`config.mk`:
```
export PLATFORM = sky130hd
export DESIGN_NAME = ps2_char_writer
export DESIGN_NICKNAME = d
export VERILOG_FILES = /design/src/rtl/ps2_pkg.sv /design/src/rtl/ps2_rx_frame.sv /design/src/rtl/ps2_char_writer.sv
export SDC_FILE = /design/constraint.sdc
export NUM_CORES = 1
export LEC_CHECK = 0
export CORE_MARGIN = 10
export CORE_UTILIZATION = 55
export DETAILED_ROUTE_END_ITERATION = 8
export PLACE_DENSITY = 0.75
export SYNTH_ARGS = -nofsm -noshare
export SYNTH_HDL_FRONTEND = slang
export SYNTH_HIERARCHICAL = 1
export SYNTH_SLANG_ARGS = --single-unit
```
`constraint.sdc`:
```
create_clock -name clk -period 6.1 [get_ports clk]
set_input_delay 0.61 -clock clk [delete_from_list [all_inputs] [get_ports clk]]
set_output_delay 0.61 -clock clk [all_outputs]
set_load 0.01 [all_outputs]
```
`src/rtl/ps2_pkg.sv`:
```
// ps2_pkg: shared types, scan-code constants and the set-2 to ASCII
// translation used by the PS/2 character writer.
//   frame_state_e  : receive frame FSM states
//   SC_*           : scan codes with special meaning
//   scan_to_ascii  : returns {valid, ascii}; valid=0 for unmapped codes
package ps2_pkg;

    typedef enum logic [1:0] {
        IDLE   = 2'd0,
        DATA   = 2'd1,
        PARITY = 2'd2,
        STOP   = 2'd3
    } frame_state_e;

    localparam logic [7:0] SC_BREAK = 8'hF0;
    localparam logic [7:0] SC_EXT   = 8'hE0;
    localparam logic [7:0] SC_BKSP  = 8'h66;
    localparam logic [7:0] SC_ENTER = 8'h5A;
    localparam logic [7:0] SC_SPACE = 8'h29;

    function automatic logic [8:0] scan_to_ascii(input logic [7:0] code);
        logic [8:0] r;
        r = 9'h000;
        case (code)
            8'h1C: r = {1'b1, 8'h41}; // A
            8'h32: r = {1'b1, 8'h42};
            8'h21: r = {1'b1, 8'h43};
            8'h23: r = {1'b1, 8'h44};
            8'h24: r = {1'b1, 8'h45};
            8'h2B: r = {1'b1, 8'h46};
            8'h34: r = {1'b1, 8'h47};
            8'h33: r = {1'b1, 8'h48};
            8'h43: r = {1'b1, 8'h49};
            8'h3B: r = {1'b1, 8'h4A};
            8'h42: r = {1'b1, 8'h4B};
            8'h4B: r = {1'b1, 8'h4C};
            8'h3A: r = {1'b1, 8'h4D};
            8'h31: r = {1'b1, 8'h4E};
            8'h44: r = {1'b1, 8'h4F};
            8'h4D: r = {1'b1, 8'h50};
            8'h15: r = {1'b1, 8'h51};
            8'h2D: r = {1'b1, 8'h52};
            8'h1B: r = {1'b1, 8'h53};
            8'h2C: r = {1'b1, 8'h54};
            8'h3C: r = {1'b1, 8'h55};
            8'h2A: r = {1'b1, 8'h56};
            8'h1D: r = {1'b1, 8'h57};
            8'h22: r = {1'b1, 8'h58};
            8'h35: r = {1'b1, 8'h59};
            8'h1A: r = {1'b1, 8'h5A}; // Z
            8'h45: r = {1'b1, 8'h30}; // 0
            8'h16: r = {1'b1, 8'h31};
            8'h1E: r = {1'b1, 8'h32};
            8'h26: r = {1'b1, 8'h33};
            8'h25: r = {1'b1, 8'h34};
            8'h2E: r = {1'b1, 8'h35};
            8'h36: r = {1'b1, 8'h36};
            8'h3D: r = {1'b1, 8'h37};
            8'h3E: r = {1'b1, 8'h38};
            8'h46: r = {1'b1, 8'h39}; // 9
            SC_SPACE: r = {1'b1, 8'h20};
            default: r = 9'h000;
        endcase
        return r;
    endfunction

endpackage

```
`src/rtl/ps2_rx_frame.sv`:
```
// ps2_rx_frame: PS/2 receive front end. Synchronizes and filters the raw
// keyboard lines, samples data on filtered ps2_clk falling edges and
// assembles 11-bit frames into bytes.
//   clk, reset            : system clock, synchronous active-high reset
//   ps2_clk_i, ps2_data_i : raw asynchronous keyboard lines
//   rx_byte_o             : last received byte (stable after byte_valid_o)
//   byte_valid_o          : one-cycle pulse, cycle after a good stop bit
//   frame_err_o           : one-cycle pulse on start/parity/stop error or timeout
//
// state  | meaning
// IDLE   | waiting for a start bit
// DATA   | shifting in 8 data bits, LSB first
// PARITY | checking odd parity over data+parity
// STOP   | checking stop bit, delivering byte or error
module ps2_rx_frame
    import ps2_pkg::*;
#(
    parameter int FILT_LEN = 4,
    parameter int TIMEOUT  = 5000
) (
    input  logic       clk,
    input  logic       reset,
    input  logic       ps2_clk_i,
    input  logic       ps2_data_i,
    output logic [7:0] rx_byte_o,
    output logic       byte_valid_o,
    output logic       frame_err_o
);

    localparam int FW = $clog2(FILT_LEN + 1);
    localparam int TW = $clog2(TIMEOUT + 1);

    logic          clk_meta_q, clk_sync_q, dat_meta_q, dat_sync_q;
    logic          filt_q, filt_d;
    logic [FW-1:0] fcnt_q, fcnt_d;
    logic          sample;

    frame_state_e  state_q, state_d;
    logic [2:0]    bitcnt_q, bitcnt_d;
    logic [7:0]    shreg_q, shreg_d;
    logic          par_ok_q, par_ok_d;
    logic [TW-1:0] tcnt_q, tcnt_d;
    logic          timeout;
    logic          byte_valid_q, byte_valid_d;
    logic          frame_err_q, frame_err_d;

    // Lines idle high, so synchronizers and filter reset to 1 to avoid a
    // spurious falling edge right after reset.
    always_ff @(posedge clk) begin
        if (reset) begin
            clk_meta_q   <= 1'b1;
            clk_sync_q   <= 1'b1;
            dat_meta_q   <= 1'b1;
            dat_sync_q   <= 1'b1;
            filt_q       <= 1'b1;
            fcnt_q       <= FW'(FILT_LEN - 1);
            state_q      <= IDLE;
            bitcnt_q     <= '0;
            shreg_q      <= '0;
            par_ok_q     <= 1'b0;
            tcnt_q       <= TW'(TIMEOUT - 1);
            byte_valid_q <= 1'b0;
            frame_err_q  <= 1'b0;
        end else begin
            clk_meta_q   <= ps2_clk_i;
            clk_sync_q   <= clk_meta_q;
            dat_meta_q   <= ps2_data_i;
            dat_sync_q   <= dat_meta_q;
            filt_q       <= filt_d;
            fcnt_q       <= fcnt_d;
            state_q      <= state_d;
            bitcnt_q     <= bitcnt_d;
            shreg_q      <= shreg_d;
            par_ok_q     <= par_ok_d;
            tcnt_q       <= tcnt_d;
            byte_valid_q <= byte_valid_d;
            frame_err_q  <= frame_err_d;
        end
    end

    // Filter: down-counter reloads while the input agrees with the filtered
    // level; the level flips on the FILT_LEN-th consecutive differing sample.
    always_comb begin
        filt_d = filt_q;
        fcnt_d = fcnt_q;
        if (clk_sync_q == filt_q) begin
            fcnt_d = FW'(FILT_LEN - 1);
        end else if (fcnt_q == '0) begin
            filt_d = clk_sync_q;
            fcnt_d = FW'(FILT_LEN - 1);
        end else begin
            fcnt_d = fcnt_q - FW'(1);
        end
    end

    assign sample  = filt_q & ~filt_d;
    assign timeout = (state_q != IDLE) && !sample && (tcnt_q == '0);

    always_comb begin
        state_d      = state_q;
        bitcnt_d     = bitcnt_q;
        shreg_d      = shreg_q;
        par_ok_d     = par_ok_q;
        tcnt_d       = tcnt_q;
        byte_valid_d = 1'b0;
        frame_err_d  = 1'b0;

        if (state_q == IDLE || sample) begin
            tcnt_d = TW'(TIMEOUT - 1);
        end else if (tcnt_q != '0) begin
            tcnt_d = tcnt_q - TW'(1);
        end

        if (sample) begin
            case (state_q)
                IDLE: begin
                    if (!dat_sync_q) begin
                        state_d  = DATA;
                        bitcnt_d = '0;
                    end else begin
                        frame_err_d = 1'b1;
                    end
                end
                DATA: begin
                    shreg_d  = {dat_sync_q, shreg_q[7:1]};
                    bitcnt_d = bitcnt_q + 3'd1;
                    if (bitcnt_q == 3'd7) state_d = PARITY;
                end
                PARITY: begin
                    par_ok_d = ^{shreg_q, dat_sync_q};
                    state_d  = STOP;
                end
                STOP: begin
                    if (dat_sync_q && par_ok_q) byte_valid_d = 1'b1;
                    else                        frame_err_d  = 1'b1;
                    state_d = IDLE;
                end
                default: state_d = IDLE;
            endcase
        end else if (timeout) begin
            state_d     = IDLE;
            frame_err_d = 1'b1;
        end
    end

    assign rx_byte_o    = shreg_q;
    assign byte_valid_o = byte_valid_q;
    assign frame_err_o  = frame_err_q;

endmodule

```
`src/rtl/ps2_char_writer.sv`:
```
// ps2_char_writer: fills the text character buffer from a PS/2 keyboard.
// Decodes make codes (ignoring break and extended sequences) and issues
// one-cycle writes at a hardware cursor; handles Backspace and Enter.
//   clk, reset          : system clock, synchronous active-high reset
//   ps2_clk, ps2_data   : raw asynchronous keyboard lines
//   we, waddr, wdata    : char buffer write port
//   cursor              : current cursor position
//   frame_err           : one-cycle pulse on a receive error or timeout
module ps2_char_writer
    import ps2_pkg::*;
#(
    parameter int ADDR_W   = 8,
    parameter int LINE_W   = 16,
    parameter int FILT_LEN = 4,
    parameter int TIMEOUT  = 5000
) (
    input  logic              clk,
    input  logic              reset,
    input  logic              ps2_clk,
    input  logic              ps2_data,
    output logic              we,
    output logic [ADDR_W-1:0] waddr,
    output logic [7:0]        wdata,
    output logic [ADDR_W-1:0] cursor,
    output logic              frame_err
);

    logic [7:0]        rx_byte;
    logic              byte_valid;

    logic              brk_q, brk_d, ext_q, ext_d;
    logic              we_q, we_d;
    logic [ADDR_W-1:0] waddr_q, waddr_d;
    logic [7:0]        wdata_q, wdata_d;
    logic [ADDR_W-1:0] cursor_q, cursor_d;
    logic              cur_upd_q, cur_upd_d;
    logic [ADDR_W-1:0] cur_nxt_q, cur_nxt_d;
    logic [8:0]        asc;

    ps2_rx_frame #(
        .FILT_LEN (FILT_LEN),
        .TIMEOUT  (TIMEOUT)
    ) u_rx (
        .clk          (clk),
        .reset        (reset),
        .ps2_clk_i    (ps2_clk),
        .ps2_data_i   (ps2_data),
        .rx_byte_o    (rx_byte),
        .byte_valid_o (byte_valid),
        .frame_err_o  (frame_err)
    );

    always_ff @(posedge clk) begin
        if (reset) begin
            brk_q     <= 1'b0;
            ext_q     <= 1'b0;
            we_q      <= 1'b0;
            waddr_q   <= '0;
            wdata_q   <= '0;
            cursor_q  <= '0;
            cur_upd_q <= 1'b0;
            cur_nxt_q <= '0;
        end else begin
            brk_q     <= brk_d;
            ext_q     <= ext_d;
            we_q      <= we_d;
            waddr_q   <= waddr_d;
            wdata_q   <= wdata_d;
            cursor_q  <= cursor_d;
            cur_upd_q <= cur_upd_d;
            cur_nxt_q <= cur_nxt_d;
        end
    end

    assign asc = scan_to_ascii(rx_byte);

    // Translation happens the cycle after byte_valid; the write strobe is
    // registered from it, and the cursor moves one cycle after the strobe.
    always_comb begin
        brk_d     = brk_q;
        ext_d     = ext_q;
        we_d      = 1'b0;
        waddr_d   = waddr_q;
        wdata_d   = wdata_q;
        cur_upd_d = 1'b0;
        cur_nxt_d = cur_nxt_q;
        cursor_d  = cur_upd_q ? cur_nxt_q : cursor_q;

        if (byte_valid) begin
            if (rx_byte == SC_BREAK) begin
                brk_d = 1'b1;
            end else if (rx_byte == SC_EXT) begin
                ext_d = 1'b1;
            end else if (brk_q || ext_q) begin
                brk_d = 1'b0;
                ext_d = 1'b0;
            end else if (rx_byte == SC_BKSP) begin
                we_d      = 1'b1;
                waddr_d   = cursor_q - ADDR_W'(1);
                wdata_d   = 8'h20;
                cur_upd_d = 1'b1;
                cur_nxt_d = cursor_q - ADDR_W'(1);
            end else if (rx_byte == SC_ENTER) begin
                cur_upd_d = 1'b1;
                cur_nxt_d = (cursor_q | ADDR_W'(LINE_W - 1)) + ADDR_W'(1);
            end else if (asc[8]) begin
                we_d      = 1'b1;
                waddr_d   = cursor_q;
                wdata_d   = asc[7:0];
                cur_upd_d = 1'b1;
                cur_nxt_d = cursor_q + ADDR_W'(1);
            end
        end
    end

    assign we     = we_q;
    assign waddr  = waddr_q;
    assign wdata  = wdata_q;
    assign cursor = cursor_q;

endmodule

```
==> flow_metrics.py, run 1 <==
metrics = {
    "worst_setup_path": {
        "critPathKind": "reg2reg",
        "arrival_ns": 3.33,
        "endpoint_kind": "flip-flop",
        "ff2ff_path_depth": 7,
        "cp_max_fo": 17,
        "startpoint_type": "flip-flop",
        "r2r_slack_ns": 3.00,
        "crit_required_ns": 6.33,
    },
    "timing": {
        "hold_viol": 0,
        "worst-slew-pin-transition_ns": 1.007,
        "whs_ns": 0.3897,
        "max_clock_freq_mhz": 322.9,
        "tns_ns": 0,
        "min_period_ns": 3.097,
        "rsz0062_at_grt": "false",
        "fin_crit_sh_pct": 50.77,
        "relSlewSlack_pct": 32.65,
        "fin_skew_ns": 0.01339,
        "finalSetupViolations": 0,
        "maxSlewViolCount": 0,
    },
    "global_route": {
        "grt_pass1_vias": 3901,
        "track_usage_pct": 17.26,
        "grt_max_degree": 48,
        "overflow": 0,
        "grt_pass1_wl_um": 18810,
        "antenna_found_initial": 0,
    },
    "placement": {
        "post-dp-hpwl_um": 7829,
        "portBuffers": 28,
        "place.gp.congestion": 0.9511,
        "placed_cells": 646,
    },
    "power": {
        "power_frac_seq_pct": 57.4,
        "pwr_density_cell_nw_per_um2": 162.5,
        "p_leak_nw": 1.823,
        "power.internal_mw": 0.6248,
        "combPwrFrac_pct": 1.8,
        "switching_share_pct": 23.95,
        "irDropWorstVdd_mv": 0.1134,
        "p_total_mw": 0.8217,
        "p_sw_mw": 0.1968,
        "clock_power_share_pct": 40.8,
    },
    "final_layout": {
        "stdcell_count": 662,
        "insertedDiodeCount": 0,
        "nets": 577,
        "fin_util_pct": 61.83,
        "syn2layout_area_growth_pct": 9.485,
        "final_cell_mix": "dfxtp_1 (72), nand2_1 (61), a21oi_1 (32)",
        "drive_above_1_share_pct": 9.156,
        "layout_commonest_cell": "dfxtp_1",
    },
    "logic_synthesis": {
        "synth.area.top_cells": "dfxtp_1 (31%), ha_1 (5.7%), mux2i_1 (5.4%)",
        "async_reset_ff_share_pct": 0,
        "synth_xor_area_share_pct": 3.144,
        "synth_compound_area_share_pct": 21.71,
        "yosys.area_share.simple_pct": 24.42,
        "syn_inst": 549,
        "synthMuxAreaShare_pct": 8.022,
        "ys_seq_elements": 72,
        "syn_area_per_cell_um2": 8.410,
        "yosysTopAreaCell": "dfxtp_1",
        "yosysSeqAreaShare_pct": 31.22,
        "synth_edf_count": 0,
        "ys_warn_count": 6,
        "synthAdderAreaFrac_pct": 5.691,
        "syn_area_um2": 4617,
        "yosys_most_used_dff": "dfxtp_1",
        "synth_top_family_by_area": "simple AND/OR/NAND/NOR gates",
        "synth_top_area_share_pct": 31.22,
        "synth_fp_nets": 574,
        "yosysUniqueCellTypes": 78,
    },
    "hold_path": {
        "holdCritPathClass": "reg2reg",
        "worstHoldPathCells": 1,
    },
    "cts": {
        "cts_sinks": 72,
        "cts_made_buffers": 9,
        "clock_latency_ns": 0.35,
        "ctsResizeCount": 0,
        "cts_hold_buffers": 0,
        "clkTransAtPathRegs_ns": 0.08,
        "cts_buffer_depth": 2,
        "root_buffer": "clkbuf_8",
        "post_cts.repair.setup_buffers": 0,
        "cts_tree": "yes",
        "cts_max_level": 3,
    },
    "die": {
        "die_w_um": 111.6,
        "rows": 33,
        "die_h_um": 111.6,
        "die_area_um2": 12460,
        "core_area_um2": 8175,
        "io_pins": 30,
        "initial_utilization_pct": 56.47,
    },
    "route": {
        "antenna_left": 0,
        "firstDrtPassIters": 5,
        "dr.first_iter.drc_count": 266,
        "routedWlPerCell_um": 16.76,
        "num_vias": 4179,
        "drc": 0,
        "totalWireLength_um": 11100,
        "viasPerCell": 6.313,
    },
    "status": {
        "status": "completed",
    },
    "job": {
        "timing.max_cap.violations": 0,
    },
}
## cell usage after synthesis, types with 10 or more instances
cell type	n
inv_1	22
nand2_1	61
buf_2	13
ha_1	21
mux2i_1	25
nand3_1	15
o21ai_0	18
clkbuf_1	21
dfxtp_1	72
xnor2_1	11
nor4_1	10
a21oi_1	32
o211ai_1	10
nand2b_1	11
nor2_1	27
## metrics by stage
step	setup WS (ns)	area, µm²
after floorplan	3.362	4617
after global placement	3.184	4885
after detailed placement	3.040	4885
after CTS	3.008	5055
after global routing	2.792	5055
final	3.003	5055
## final cells by class
cell class,count,area (µm²)
Inverter,24,90.09
Multi-Input combinational cell,413,2912
Timing Repair Buffer,32,310.3
Clock buffer,10,127.6
Clock inverter,6,42.54
Sequential cell,72,1441
Fill cell,721,3120
Tap cell,105,131.4
## path summary, 6_finish.rpt
check | startpoint | endpoint
worst max-delay path | u_rx/rx_byte_o[1] | wdata[2]
worst min-delay path | u_rx/fcnt_q[0] | u_rx/fcnt_q[0]
worst max register to register | u_rx/rx_byte_o[1] | wdata[2]
worst min register to register | u_rx/fcnt_q[0] | u_rx/fcnt_q[0]
## power by group through the flow
stage	clock network [mW]	logic [mW]	registers, mW
after global routing	0.363	0.0161	0.472
after global placement	0	0.0144	0.483
final	0.335	0.0147	0.472
after CTS	0.342	0.0146	0.472
after floorplan	0	0.0107	0.483
after detailed placement	0	0.0146	0.483
## kinds of logic (layout without fill, tap and decap cells)
family | Yosys count | count (layout)
xor+xnor | 15 | 15
simple gates | 205 | 205
buf+inv | 64 | 72
flops | 72 | 72
compound gates | 137 | 137
fa+ha+maj | 21 | 21
other cells | 1 | 1
mux | 34 | 34
## worst max-delay path: stages, from the launching register on
cell and delay, ns:
dfxtp_1 0.67, inv_1 0.21, ha_1 0.44, and3b_1 0.24
a311o_1 0.31, o2111a_2 0.23, o31ai_4 0.52, mux2_4 0.34
## flip-flops by register name (all words and copies together), names as in the netlist, 2 cells and up
| signal | cells |
|---|---|
| u_rx/fcnt_q | 3 |
| u_rx/state_q | 2 |
| u_rx/rx_byte_o | 8 |
| wdata | 7 |
| u_rx/bitcnt_q | 3 |
| cur_nxt_q | 8 |
| u_rx/tcnt_q | 13 |
| waddr | 8 |
| cursor | 8 |
## per-layer routing
metal | GRT usage (%) | wire length [µm] | vias to the layer above
met5 | 0 | 0 | -
met4 | 5.913 | 201 | 0
met3 | 4.187 | 839 | 23
met2 | 28.55 | 5233 | 167
met1 | 21.35 | 4820 | 1941
li1 | - | - | 2048
(Power assumes the default switching activity.)
==> inputs of run 2 (changes only) <==
--- a/config.mk
+++ b/config.mk
@@ -6,9 +6,9 @@
 export NUM_CORES = 1
 export LEC_CHECK = 0
 export CORE_MARGIN = 10
-export CORE_UTILIZATION = 55
+export CORE_UTILIZATION = 54
 export DETAILED_ROUTE_END_ITERATION = 8
-export PLACE_DENSITY = 0.75
+export PLACE_DENSITY = 0.77
 export SYNTH_ARGS = -nofsm -noshare
 export SYNTH_HDL_FRONTEND = slang
 export SYNTH_HIERARCHICAL = 1
==> constraint.sdc (replaced) <==
create_clock -name clk -period 2.6 [get_ports clk]
set_input_delay 0.26 -clock clk [delete_from_list [all_inputs] [get_ports clk]]
set_output_delay 0.26 -clock clk [all_outputs]
set_load 0.01 [all_outputs]
==> flow_metrics.py, run 2 (same netlist as run 1, synthesis figures left out) <==
metrics = {
    "timing": {
        "fin_skew_ns": 0.008464,
        "maxSlewViolCount": 0,
        "fin_crit_sh_pct": 94.58,
        "finalSetupViolations": 0,
        "relSlewSlack_pct": 58.33,
        "tns_ns": 0,
        "hold_viol": 0,
        "min_period_ns": 2.459,
        "rsz0062_at_grt": "false",
        "max_clock_freq_mhz": 406.6,
        "worst-slew-pin-transition_ns": 0.6173,
    },
    "final_layout": {
        "fin_util_pct": 63.80,
        "insertedDiodeCount": 0,
        "final_cell_mix": "dfxtp_1 (72), nand2_1 (61), a21oi_1 (32)",
        "regMostFlops": "u_rx/tcnt_q",
        "fill_cells": 721,
        "nets": 601,
        "syn2layout_area_growth_pct": 14.12,
        "layout_commonest_cell": "dfxtp_1",
        "multiInputGateArea_um2": 2913,
        "drive_above_1_share_pct": 13.25,
        "largest_reg_flops": 13,
        "seq_area_um2": 1441,
        "finish.instance_area_um2": 5269,
    },
    "placement": {
        "place.gp.congestion": 0.9413,
        "post-dp-hpwl_um": 8424,
        "portBuffers": 28,
        "placed_cell_area_um2": 5077,
    },
    "route": {
        "dr.first_iter.drc_count": 325,
        "firstDrtPassIters": 7,
        "antenna_left": 0,
        "num_vias": 4323,
        "totalWireLength_um": 11510,
        "routedWlPerCell_um": 16.78,
        "viasPerCell": 6.302,
        "drc": 0,
    },
    "global_route": {
        "grt_pass1_wl_um": 19630,
        "grt_pass1_vias": 4068,
        "overflow": 0,
        "antenna_found_initial": 0,
        "track_usage_pct": 17.84,
        "grt_max_degree": 27,
    },
    "cts": {
        "cts_buffer_depth": 2,
        "cts_max_level": 3,
        "post_cts.repair.setup_buffers": 0,
        "cts_sinks": 72,
        "ctsResizeCount": 0,
        "clkTransAtPathRegs_ns": 0.08,
        "cts_tree": "yes",
        "cts_hold_buffers": 0,
        "cts_made_buffers": 9,
        "root_buffer": "clkbuf_8",
        "clock_latency_ns": 0.35,
    },
    "worst_setup_path": {
        "critPathKind": "reg2reg",
        "endpoint_kind": "flip-flop",
        "crit_required_ns": 2.84,
        "arrival_ns": 2.70,
        "r2r_start": "u_rx/rx_byte_o[0]",
        "startpoint_type": "flip-flop",
        "cp_max_fo": 14,
        "crit_start": "u_rx/rx_byte_o[0]",
    },
    "die": {
        "rows": 33,
        "die_w_um": 112.5,
        "io_pins": 30,
        "core_area_um2": 8258,
        "die_h_um": 112.5,
        "initial_utilization_pct": 55.91,
        "die_area_um2": 12650,
    },
    "power": {
        "pwr_density_cell_nw_per_um2": 378.6,
        "p_leak_nw": 1.961,
        "irDropWorstVdd_mv": 0.2820,
    },
    "status": {
        "status": "completed",
    },
    "job": {
        "timing.max_cap.violations": 0,
    },
    "hold_path": {
        "hold_start": "u_rx/fcnt_q[0]",
        "holdCritPathClass": "reg2reg",
    },
}
==> run 2: report_power, final <==
part / switching (mW) / internal (mW)
Sequential: 0.00236 / 1.10
Combinational: 0.0248 / 0.0144
Clock: 0.445 / 0.403
Total: 0.472 / 1.52
==> run 2: stage by stage <==
| stage | std cells | power [mW] | hold WS [ns] | setup WS (ns) |
|---|---|---|---|---|
| 2_1_floorplan | 549 | 1.158 | 0.3579 | 0.03375 |
| 3_3_place_gp | 670 | 1.171 | 0.3675 | 0.2217 |
| 3_5_place_dp | 670 | 1.172 | 0.3716 | 0.1567 |
| 4_1_cts | 686 | 2.017 | 0.3906 | 0.1301 |
| 5_1_grt | 686 | 2.067 | 0.4185 | 0.01567 |
| 6_report | 686 | 1.995 | 0.3857 | 0.1409 |
==> run 2: layout make-up <==
cell class	instances	share of cell area, %
Timing Repair Buffer	56	9.546
Clock inverter	5	0.7362
Tap cell	105	2.493
Sequential cell	72	27.36
Multi-Input combinational cell	413	55.28
Inverter	24	1.710
Clock buffer	11	2.873
==> run 2: routing by layer <==
metal / wire (µm) / GRT usage (%) / vias to the layer above
li1: - / - / 2095
met1: 4783 / 21.44 / 2011
met2: 5620 / 30.32 / 192
met3: 902 / 4.792 / 25
met5: 0 / 0 / -
met4: 206 / 5.330 / 0
==> run 2: final timing paths <==
check / cells after the start / to / slack (ns)
worst max-delay path: 7 / wdata[5] / 0.14
worst min register to register: 1 / u_rx/fcnt_q[0] / 0.39
worst min-delay path: 1 / u_rx/fcnt_q[0] / 0.39
worst max register to register: 7 / wdata[5] / 0.14
==> run 2: worst max-delay path: stages (launching register included) <==
cell and delay (ns):
dfxtp_1 0.33, inv_1 0.07, ha_1 0.40, and3b_1 0.24, a311o_1 0.32, o2111a_2 0.24, o31a_2 0.48, o221a_1 0.27
==> inputs of run 3 (changes only) <==
--- a/config.mk
+++ b/config.mk
@@ -6,9 +6,10 @@
 export NUM_CORES = 1
 export LEC_CHECK = 0
 export CORE_MARGIN = 10
-export CORE_UTILIZATION = 54
+export CORE_UTILIZATION = 55
 export DETAILED_ROUTE_END_ITERATION = 8
-export PLACE_DENSITY = 0.77
+export DONT_BUFFER_PORTS = 1
+export PLACE_DENSITY = 0.7
 export SYNTH_ARGS = -nofsm -noshare
 export SYNTH_HDL_FRONTEND = slang
 export SYNTH_HIERARCHICAL = 1
==> constraint.sdc (replaced) <==
create_clock -name clk -period 3.1 [get_ports clk]
set_input_delay 0.31 -clock clk [delete_from_list [all_inputs] [get_ports clk]]
set_output_delay 0.31 -clock clk [all_outputs]
set_load 0.01 [all_outputs]
==> flow_metrics.py, run 3 (same netlist as run 1, synthesis figures left out) <==
metrics = {
    "power": {
        "p_total_mw": 1.655,
        "p_leak_nw": 1.796,
        "irDropWorstVdd_mv": 0.2246,
        "pwr_density_cell_nw_per_um2": 338.7,
    },
    "route": {
        "num_vias": 4083,
        "viasPerCell": 6.320,
        "firstDrtPassIters": 5,
        "dr.first_iter.drc_count": 309,
        "drc": 0,
        "antenna_left": 0,
        "routedWlPerCell_um": 17.53,
        "totalWireLength_um": 11330,
    },
    "cts": {
        "cts_sinks": 72,
        "cts_tree": "yes",
        "root_buffer": "clkbuf_8",
        "clock_latency_ns": 0.36,
        "cts_buffer_depth": 2,
        "cts_made_buffers": 9,
        "cts_hold_buffers": 0,
        "cts_max_level": 3,
        "post_cts.repair.setup_buffers": 0,
        "clkTransAtPathRegs_ns": 0.09,
        "ctsResizeCount": 0,
    },
    "final_layout": {
        "regMostFlops": "u_rx/tcnt_q",
        "syn2layout_area_growth_pct": 5.799,
        "layout_commonest_cell": "dfxtp_1",
        "final_cell_mix": "dfxtp_1 (72), nand2_1 (61), a21oi_1 (32)",
        "largest_reg_flops": 13,
        "drive_above_1_share_pct": 11.83,
        "nets": 561,
        "insertedDiodeCount": 0,
    },
    "placement": {
        "place_ws_ns": 0.3426,
        "place.gp.congestion": 0.9658,
        "post-dp-hpwl_um": 8145,
        "portBuffers": 0,
    },
    "timing": {
        "min_period_ns": 2.775,
        "relSlewSlack_pct": 50.84,
        "maxSlewViolCount": 0,
        "worst_slack_ns": 0.3251,
        "max_clock_freq_mhz": 360.4,
        "finalSetupViolations": 0,
        "rsz0062_at_grt": "false",
        "fin_crit_sh_pct": 89.51,
        "worst-slew-pin-transition_ns": 0.7329,
        "whs_ns": 0.02242,
        "hold_viol": 0,
        "fin_skew_ns": 0.01184,
        "tns_ns": 0,
    },
    "global_route": {
        "overflow": 0,
        "track_usage_pct": 17.37,
        "antenna_found_initial": 0,
        "grt_pass1_vias": 3801,
        "grt_pass1_wl_um": 18680,
        "grt_max_degree": 48,
    },
    "die": {
        "die_area_um2": 12460,
        "core_area_um2": 8175,
        "die_h_um": 111.6,
        "rows": 33,
        "die_w_um": 111.6,
        "initial_utilization_pct": 56.47,
        "io_pins": 30,
    },
    "worst_setup_path": {
        "slowest_delay_ns": 0.50,
        "critPathKind": "reg2reg",
        "arrival_ns": 3.02,
        "crit_buf_inv": 2,
        "path_cells": "inv_1 > ha_1 > and3b_1 > a311o_1 > o2111a_2 > buf_4 > o31a_1 > o221a_1",
        "crit_family": "compound AO/OA/AOI/OAI gates",
        "cp_max_fo": 13,
        "endpoint_kind": "flip-flop",
        "critPathSlowestCell": "dfxtp_1",
        "startpoint_type": "flip-flop",
        "crit_required_ns": 3.35,
    },
    "job": {
        "timing.max_cap.violations": 0,
    },
    "status": {
        "status": "completed",
    },
    "hold_path": {
        "holdCritPathClass": "in2reg",
    },
}
run 3: changes by cell type in the layout (fill, tap and decap cells not counted):
cell | previous run | this run
clkdlybuf4s50_1 | 28 | 0
buf_4 | 27 | 16
clkbuf_8 | 11 | 9
buf_12 | 1 | 0
clkinv_2 | 1 | 0
clkinv_8 | 0 | 1
clkinvlp_4 | 1 | 2
inv_6 | 1 | 2
o31a_1 | 1 | 2
o31a_2 | 1 | 0
run 3: path summary, 6_finish.rpt:
| kind | depth (start not counted) | slack [ns] | end | start |
|---|---|---|---|---|
| min reg2reg | 1 | 0.39 | u_rx/fcnt_q[0] | u_rx/fcnt_q[0] |
| max | 8 | 0.33 | wdata[5] | u_rx/rx_byte_o[0] |
| min | 1 | 0.02 | u_rx/rx_byte_o[4] | reset |
| max reg2reg | 8 | 0.33 | wdata[5] | u_rx/rx_byte_o[0] |
run 3: area by class of cell:
class | instances | area, µm²
clock inverter | 7 | 66.31
multi-input combinational | 413 | 2912
fill | 752 | 3291
sequential | 72 | 1441
clock buffer | 9 | 123.9
timing repair buffer | 16 | 120.1
inverter | 24 | 90.09
tap | 105 | 131.4
run 3: per-layer routing:
metal	up-vias	routed length, µm	GRT usage (%)	part of all wire [%]
met5	-	0	0	0
met3	23	716	3.757	6.3
met2	133	5479	29.14	48
met4	0	232	6.684	2.0
met1	1918	4898	21.15	43
li1	2009	-	-	-
run 3: per-stage QoR:
step                      cells  util [%]  area, µm²
final                       646     59.75       4885
after CTS                   646     59.75       4885
after detailed placement    630     57.42       4695
after global routing        646     59.75       4885
after floorplan             549         -       4617
after global placement      630     57.42       4695
run 3: power breakdown:
group | internal, mW | leakage [nW] | switching [mW]
sequential | 0.927 | 0.581 | 0.00194
combinational | 0.00561 | 1.13 | 0.00970
clock | 0.305 | 0.0892 | 0.406
